File: config.mk
export PLATFORM = sky130hd
export DESIGN_NAME = key_cmd_ctrl
export DESIGN_NICKNAME = d
export VERILOG_FILES = /design/src/rtl/player_pkg.sv /design/src/rtl/key_cmd_ctrl_dbl_press_det.sv /design/src/rtl/key_cmd_ctrl.sv
export SDC_FILE = /design/constraint.sdc
export NUM_CORES = 1
export LEC_CHECK = 0
export CAP_MARGIN = 10
export CORE_MARGIN = 3
export CORE_UTILIZATION = 35
export DETAILED_ROUTE_END_ITERATION = 10
export GPL_TIMING_DRIVEN = 0
export HOLD_SLACK_MARGIN = 0.02
export REMOVE_ABC_BUFFERS = 1
export SYNTH_ARGS = -nofsm -noshare
export SYNTH_HDL_FRONTEND = slang
export SYNTH_SLANG_ARGS = --single-unit
File: constraint.sdc
create_clock -name clk -period 2.8 [get_ports clk]
set_input_delay 0.56 -clock clk [delete_from_list [all_inputs] [get_ports clk]]
set_output_delay 0.56 -clock clk [all_outputs]
set_load 0.03 [all_outputs]
File: src/rtl/player_pkg.sv
// Shared encodings for the key-to-command path: decoder command codes,
// UI mode and the two controller state machines.
package player_pkg;
  localparam logic [1:0] CMD_VOL = 2'b01;
  localparam logic [1:0] CMD_TRK = 2'b10;
  localparam logic [1:0] CMD_PAU = 2'b11;

  typedef enum logic {MODE_TRACK = 1'b0, MODE_VOLUME = 1'b1} mode_e;
  typedef enum logic {IDLE = 1'b0, WAIT2 = 1'b1} dbl_state_e;
  typedef enum logic {H_IDLE = 1'b0, H_REQ = 1'b1} iss_state_e;
endpackage

File: src/rtl/key_cmd_ctrl_dbl_press_det.sv
// Splits mode-key strobes into single presses (window expired) and
// double presses (second strobe inside the window).
module dbl_press_det
  import player_pkg::*;
#(
  parameter logic [23:0] DBL_WIN = 24'd2_500_000
) (
  input  logic clk,
  input  logic rst,
  input  logic key,
  output logic single_p,
  output logic double_p
);
  localparam logic [23:0] LAST = DBL_WIN - 24'd1;

  dbl_state_e  state;
  logic [23:0] cnt;

  // Decoded from the held state so the owner of paused/mode can react in the
  // same cycle as the top-level track/volume keys.
  assign double_p = (state == WAIT2) && key && (cnt < LAST);
  assign single_p = (state == WAIT2) && !double_p && (cnt == LAST);

  always_ff @(posedge clk or negedge rst) begin
    if (!rst) begin
      state <= IDLE;
      cnt   <= '0;
    end else begin
      case (state)
        IDLE: if (key) begin
          state <= WAIT2;
          cnt   <= '0;
        end
        WAIT2: begin
          if (double_p || single_p) state <= IDLE;
          else                      cnt   <= cnt + 24'd1;
        end
        default: state <= IDLE;
      endcase
    end
  end
endmodule

File: src/rtl/key_cmd_ctrl.sv
// Turns debounced key strobes into track/volume/pause commands and issues
// them one at a time to the decoder command writer over req/ack.
module key_cmd_ctrl
  import player_pkg::*;
#(
  parameter int          NUM_TRACKS = 8,
  parameter int          TRK_W      = 3,
  parameter logic [7:0]  VOL_STEP   = 8'h08,
  parameter logic [7:0]  VOL_MAX    = 8'hF8,
  parameter logic [7:0]  VOL_RST    = 8'h20,
  parameter logic [23:0] DBL_WIN    = 24'd2_500_000
) (
  input  logic             clk,
  input  logic             rst,
  input  logic [2:0]       key_p,
  output logic             vs_req,
  output logic [1:0]       vs_cmd,
  output logic [7:0]       vs_arg,
  input  logic             vs_ack,
  output logic             mode_o,
  output logic             paused_o,
  output logic [TRK_W-1:0] track_o
);
  localparam logic [TRK_W-1:0] TRK_LAST = TRK_W'(NUM_TRACKS - 1);

  mode_e           mode;
  iss_state_e      ist;
  logic [7:0]      vol, vol_nxt;
  logic [TRK_W-1:0] trk_nxt;
  logic            paused;
  logic            pend_trk, pend_pau, pend_vol;
  logic            single_p, double_p;
  logic            nk, pk, trk_evt, vol_evt;
  logic            sel_trk, sel_pau, sel_vol;

  dbl_press_det #(.DBL_WIN(DBL_WIN)) u_dbl (
    .clk      (clk),
    .rst      (rst),
    .key      (key_p[2]),
    .single_p (single_p),
    .double_p (double_p)
  );

  // Mode key masks the others; simultaneous up+down cancels out.
  assign nk = key_p[1] & ~key_p[0] & ~key_p[2];
  assign pk = key_p[0] & ~key_p[1] & ~key_p[2];

  always_comb begin
    trk_nxt = track_o;
    vol_nxt = vol;
    if (mode == MODE_TRACK) begin
      if (nk)      trk_nxt = (track_o == TRK_LAST) ? '0 : track_o + 1'b1;
      else if (pk) trk_nxt = (track_o == '0) ? TRK_LAST : track_o - 1'b1;
    end else begin
      if (nk)      vol_nxt = (vol < VOL_STEP) ? 8'h00 : vol - VOL_STEP;
      else if (pk) vol_nxt = (vol > VOL_MAX - VOL_STEP) ? VOL_MAX : vol + VOL_STEP;
    end
  end

  assign trk_evt = (mode == MODE_TRACK) && (nk || pk);
  assign vol_evt = (vol_nxt != vol);

  assign sel_trk = (ist == H_IDLE) && pend_trk;
  assign sel_pau = (ist == H_IDLE) && !pend_trk && pend_pau;
  assign sel_vol = (ist == H_IDLE) && !pend_trk && !pend_pau && pend_vol;

  assign mode_o   = mode;
  assign paused_o = paused;

  always_ff @(posedge clk or negedge rst) begin
    if (!rst) begin
      mode    <= MODE_TRACK;
      paused  <= 1'b0;
      track_o <= '0;
      vol     <= VOL_RST;
    end else begin
      track_o <= trk_nxt;
      vol     <= vol_nxt;
      if (single_p) mode   <= (mode == MODE_TRACK) ? MODE_VOLUME : MODE_TRACK;
      if (double_p) paused <= ~paused;
    end
  end

  // A new event in the same cycle as its pick wins: the latched value is
  // already stale, so the type must be resent.
  always_ff @(posedge clk or negedge rst) begin
    if (!rst) begin
      ist      <= H_IDLE;
      vs_req   <= 1'b0;
      vs_cmd   <= 2'b00;
      vs_arg   <= 8'h00;
      pend_trk <= 1'b0;
      pend_pau <= 1'b0;
      pend_vol <= 1'b1;
    end else begin
      pend_trk <= (pend_trk & ~sel_trk) | trk_evt;
      pend_pau <= (pend_pau & ~sel_pau) | double_p;
      pend_vol <= (pend_vol & ~sel_vol) | vol_evt;
      case (ist)
        H_IDLE: begin
          if (sel_trk) begin
            vs_cmd <= CMD_TRK;
            vs_arg <= 8'(track_o);
          end else if (sel_pau) begin
            vs_cmd <= CMD_PAU;
            vs_arg <= {7'b0, paused};
          end else if (sel_vol) begin
            vs_cmd <= CMD_VOL;
            vs_arg <= vol;
          end
          if (sel_trk || sel_pau || sel_vol) begin
            vs_req <= 1'b1;
            ist    <= H_REQ;
          end
        end
        H_REQ: if (vs_ack) begin
          vs_req <= 1'b0;
          ist    <= H_IDLE;
        end
        default: ist <= H_IDLE;
      endcase
    end
  end
endmodule

# Word level (Yosys, flattened, before mapping)
# Index checks and enable logic that the tools add are counted.
[op_classes]
bitwise_logic = 20
eq_ne = 7
mux = 28
add_sub_neg = 5
magnitude_cmp = 3
n_reduce_logical = 24
[op_table]
columns = ["cell", "n"]
rows = [
  ["$mux W8", 8],
  ["$mux W24", 2],
  ["$pmux W24 S2", 1],
  ["$add A24 B1 Y24 const B", 1],
  ["$eq A24 B22 Y1 const B", 1],
  ["$lt A24 B22 Y1 const B", 1],
  ["$mux W3", 4],
  ["$logic_and A1 B1 Y1", 10],
  ["$not A1 Y1", 10],
  ["$add A8 B4 Y8 const B", 1],
  ["$gt A8 B8 Y1 const B", 1],
  ["$lt A8 B4 Y1 const B", 1],
  ["$ne A8 B8 Y1", 1],
  ["$reduce_and A2 Y1", 4],
  ["$sub A8 B4 Y8 const B", 1],
  ["$and A1 B1 Y1", 7],
  ["$mux W1", 7],
  ["$mux W2", 3],
  ["$ne A2 B2 Y1 const B", 3],
  ["$pmux W1 S2", 3],
  ["$logic_or A1 B1 Y1", 4],
  ["$add A3 B1 Y3 const B", 1],
  ["$eq A3 B3 Y1 const B", 1],
  ["$logic_not A1 Y1", 3],
  ["6 further kinds", 8],
]
[totals]
out_inout_bits = 16
regBits = 53
wordCells = 100
input_bits = 6

# Depth between registers and ports, before layout
[logic_depth]
ltp_word = 8
mapped_depth = 8
mapped_depth_nobuf = 7

# Hierarchy
# From an unflattened synthesis, not the netlist that was laid out.
[hier_totals]
hier_cells = 326
area_unflattened_um2 = 3006.6
[modules_own_cells]
columns = ["module", "n_inst", "area_each_um2", "cells_per_inst", "seq_area_each_um2"]
rows = [
  ["key_cmd_ctrl", 1, 1522.7, 160, 703.2],
  ["dbl_press_det", 1, 1483.9, 166, 625.6],
]

# Worst setup path after synthesis
# No wires, ideal clock.
[synth_timing]
kind = "reg-to-reg"
startpoint = "reg u_dbl.cnt[15]"
endpoint = "reg u_dbl.cnt[11]"
period_less_slack_ns = 2.577
n_path_buf = 1
setup_time_ns = 0.066
t_required_ns = 2.734
t_arrival_ns = 2.511
path_stages_with_launch = 8
path_slack_ns = 0.223
path_cell_list = "dfrtp_1 or4_1 or4_4 a211oi_4 o21ai_2 buf_6 or4_1 nand2_1"
[synth_via]
elab_chain_cells = 8
elab_cells_between_ends = 9
classes_between = "order compare (1); eq/ne (2); reduce/logical (6)"
[synth_lines]
columns = ["element", "line", "rtl"]
rows = [
  ["start, declared", "key_cmd_ctrl_dbl_press_det.sv:17", "logic [23:0] cnt;"],
  ["start signal, assigned", "key_cmd_ctrl_dbl_press_det.sv:36", "else cnt <= cnt + 24'd1;"],
  ["$lt A24 B22 Y1", "key_cmd_ctrl_dbl_press_det.sv:21", "assign double_p = (state == WAIT2) && key && (cnt < LAST);"],
  ["$logic_and A1 B1 Y1", "key_cmd_ctrl_dbl_press_det.sv:21", ""],
  ["$logic_not A1 Y1", "key_cmd_ctrl_dbl_press_det.sv:22", "assign single_p = (state == WAIT2) && !double_p && (cnt == LAST);"],
  ["$logic_and A1 B1 Y1 (2 in a row)", "key_cmd_ctrl_dbl_press_det.sv:22", ""],
  ["$logic_or A1 B1 Y1 (*)", "key_cmd_ctrl_dbl_press_det.sv:35", "if (double_p || single_p) state <= IDLE;"],
  ["$ne A2 B2 Y1 (no line) (*)", "--", ""],
  ["$reduce_and A2 Y1 (no line) (*)", "--", ""],
]
# Mark *: on every way between the ends. The rest lies on a longest branch, timed or not.
# A chain may end at the register's enable or synchronous reset.

# Worst setup path in the final report
[layout_timing]
startpoint = "reg u_dbl.cnt[15]"
endpoint = "reg u_dbl.cnt[21]"
[layout_via]
elab_chain_cells = 8
elab_cells_between_ends = 12
classes_between = "add/sub (1); order compare (1); eq/ne (2); mux (2); reduce/logical (6)"
[layout_lines]
columns = ["element", "line"]
rows = [
  ["$lt A24 B22 Y1", "key_cmd_ctrl_dbl_press_det.sv:21"],
  ["$logic_and A1 B1 Y1", "key_cmd_ctrl_dbl_press_det.sv:21"],
  ["$logic_not A1 Y1", "key_cmd_ctrl_dbl_press_det.sv:22"],
  ["$logic_and A1 B1 Y1 (2 in a row)", "key_cmd_ctrl_dbl_press_det.sv:22"],
  ["$logic_or A1 B1 Y1", "key_cmd_ctrl_dbl_press_det.sv:35"],
  ["$ne A2 B2 Y1 (no line)", "--"],
  ["$reduce_and A2 Y1 (no line)", "--"],
]
# Several ways; a longest one is shown, not always the timed one. The select of a mux whose other input is x is not followed.

==> metrics.md <==
| Metric | Value |
|---|---|
| Status | finished, final reports clean |
| Synth warn | 0 |
| Area used by multi-input combinational logic | 0.00154 sq mm |
| Vias post-DR | 2430 |
| FF+latch count, synth | 53 |
| Count of final hold-check violations | 0 |
| Dominant synthesized flop cell | dfrtp_1 |
| Leakage Power | 1.47 nW |
| Num rows | 32 |
| Crit. Startpoint | u_dbl.cnt[15] |
| DIE AREA | 0.00957 sq mm |
| Async SR Flop Fraction | 100% |
| Die Y | 97.8 microns |
| Period utilization | around 94% |
| Max-slew headroom | around a third |
| TritonCTS clock tree | yes |
| CP Max Fanout | 11 |
| Max_cap viols | 0 |
| Hold WC Path Type | input port to asynchronous set/reset pin |
| Initial cell density of the core | between 30% and 40% |
| Ratio of cells with drive above 1 in the final layout | 8.99% |
| Area after DPL | 0.00324 sq mm |
| WS Path Type | flop to flop |
| DRC viols | 0 |
| Ant diodes | 0 |
| CTS Buf Count | 5 |
| Max Clk Rate | 0.378 GHz |
| Root Buffer | clkbuf_8 |
| I/O pins | 22 |
| Final ANT Viol Nets | 0 |
| Worst R2R Start | u_dbl.cnt[15] |
| Vias in the first global route | 2328 |
| First-pass GRT wire length | about 11 mm |
| Clk buf depth | 2 |
| Worst skew pair latency | about 0.32 ns |
| Crit. End Element | flop |
| Number of setup violations in the final report | 0 |
| Die width | 97.8 microns |
| DRT Wirelength | between 6 and 7 mm |
| Clock slew at reported path FFs | 0.11 ns |
| Slew @ Worst Pin | 0.975 ns |
| Pwr Density | just under 700 mW/mm^2 |
| Total core area | 0.00797 sq mm |
| Initial antenna violation count | 0 |
| Grt ovf | 0 |
| Port-buffer cells | 21 |
| Clk sinks | 53 |
| Post-synth EDFFs | 0 |
| Worst clock skew | between 0.008 and 0.009 ns |
| Worst EP required | 3.04 ns |
| Setup TNS | 0 ns |
| Total power | 2.34 mW |
| Register area | 0.00133 sq mm |
| Drt pass-1 iters | 4 |
| Average cell area after synthesis | 9.19 sq um |
| GR Util All Layers | 14.1% |
| Maximum VDD drop | 0.000231 V |
| CP Launch Type | flop |
| Area grow syn2layout | 16.1% |
| Fin nets | 357 |
| Largest net degree at the start of global routing | 33 |
| Post-DP HPWL | 4.51 mm |
| Non-filler cells, final | ~450 |
| RSZ-0062 raised after global routing | false |
| Register area share after synthesis | 45.0% |
| Drt initial violations | 97 |
| RePlAce Congestion | 0.791 |
| Gate count after technology mapping | 321 |
| CTS Hold Buffers Added | 0 |
| FILL cells | 776 |
| Vias per inst | around 5.4 |
| Arrival @ worst endpoint | 2.88 ns |
| Mapped cell area | a little under 0.003 sq mm |
| H-tree levels | 2 |
| Yosys cell types | 48 |
| Drt wl/cell | around 14 microns |
| # placed instances | 431 |
| Fin area | ~0.0034 sq mm |
| Final Slew Violations | 0 |
| Min cycle time layout | 2.64 ns |
[sequential cells by signal, indices dropped and copies added, names as in the netlist]
register and cells:
paused_o 1, vs_req 1, mode_o 1, pend_pau 1, u_dbl.cnt 24, vs_arg 8, vol 8, vs_cmd 2
u_dbl.state 1, pend_trk 1, pend_vol 1, ist 1, track_o 3
[cell usage in the layout (no fill, tap or decap), types with 6 or more instances in the layout]
master / count
nand2_1: 35
dfrtp_1: 51
nor3_1: 7
xnor2_1: 6
nand4_1: 10
buf_4: 8
a22o_1: 6
ha_1: 7
a21oi_1: 14
nor2_1: 30
o21ai_0: 20
nand3_1: 8
inv_1: 13
and3_1: 6
o211ai_1: 8
xor2_1: 9
o31ai_1: 6
or3_1: 6
clkdlybuf4s50_1: 20
[synth_stat cells (5+ instances only)]
library cell | number | share of area [%]
nand2b_1 | 5 | 1.1
nor4_1 | 6 | 1.3
nor3_1 | 7 | 1.2
nor2_1 | 30 | 3.8
xor2_1 | 9 | 2.7
a21oi_1 | 15 | 2.5
and3_1 | 6 | 1.3
a22o_1 | 6 | 1.8
inv_1 | 13 | 1.7
o211ai_1 | 8 | 2.0
o21a_1 | 5 | 1.3
and4_1 | 5 | 1.5
or3_1 | 6 | 1.3
nand3_1 | 8 | 1.4
o31ai_1 | 6 | 1.5
o21ai_0 | 20 | 3.4
nor3b_1 | 5 | 1.3
nand4_1 | 10 | 2.1
xnor2_1 | 6 | 1.8
ha_1 | 7 | 3.0
clkbuf_1 | 13 | 1.7
dfrtp_1 | 51 | 43
nand2_1 | 35 | 4.5
[per-stage QoR]
step | utilization [%] | setup slack [ns] | hold WS [ns]
3_3_place_gp | 40.5 | -0.510 | 0.470
2_1_floorplan | - | 0.138 | 0.264
4_1_cts | 42.2 | 0.0224 | 0.217
3_5_place_dp | 40.7 | -0.552 | 0.491
5_1_grt | 43.0 | 0.0586 | 0.226
6_report | 43.0 | 0.157 | 0.205
[path summary, 6_finish.rpt]
| path | end | slack [ns] | depth (start not counted) |
|---|---|---|---|
| max | u_dbl.cnt[21] | 0.16 | 6 |
| min | vs_arg[7] | 0.21 | 1 |
| max reg2reg | u_dbl.cnt[21] | 0.16 | 6 |
| min reg2reg | vs_arg[0] | 0.51 | 2 |
| max in group asynchronous | pend_vol | 1.97 | 2 |
| min in group clk | vs_arg[0] | 0.51 | 2 |
[power by group]
| group | internal, mW | leakage (nW) | switching [mW] | total [mW] |
|---|---|---|---|---|
| sequential | 0.887 | 0.693 | 0.179 | 1.07 |
| combinational | 0.358 | 0.736 | 0.457 | 0.815 |
| clock | 0.181 | 0.0447 | 0.277 | 0.458 |
| total | 1.43 | 1.47 | 0.913 | 2.34 |
[layer usage]
layer / vias to the layer above / global-route usage, % / wire (microns)
met4: 0 / 4.05 / 78
met3: 8 / 2.43 / 163
met5: - / 0 / 0
li1: 1213 / - / -
met2: 35 / 23.9 / 3120
met1: 1174 / 18.6 / 3100
[worst max-delay path, cell delays in order (launching register included)]
cell and delay, ns:
dfrtp_1 0.47, or4_1 0.55, or4_4 0.58, a211oi_4 0.22, o21ai_2 0.17, or4_1 0.43
a21oi_1 0.15
[cell families after synthesis]
family	share of synthesized area [%]
and+or+nand+nor	24.6
xor gates and xnor gates	4.45
adders and majority gates	2.97
DFF	45.0
buffers and inverters	3.69
AOI/OAI and AO/OA	17.6
muxes	1.74
[timing repair]
action                     CTS  global route
buffers inserted             1             7
setup endpoints to repair   24             8
pin swaps                    1             2
gates resized for setup      3             2
[final cells by class]
cell class	count	share of cell area, %
clock buffer	5	2.01
clock inverter	3	0.730
inverter	13	1.42
multi-input combinational	241	45.0
sequential	53	38.8
tap	102	3.72
timing repair buffer	30	8.32
(Power assumes the default switching activity.)
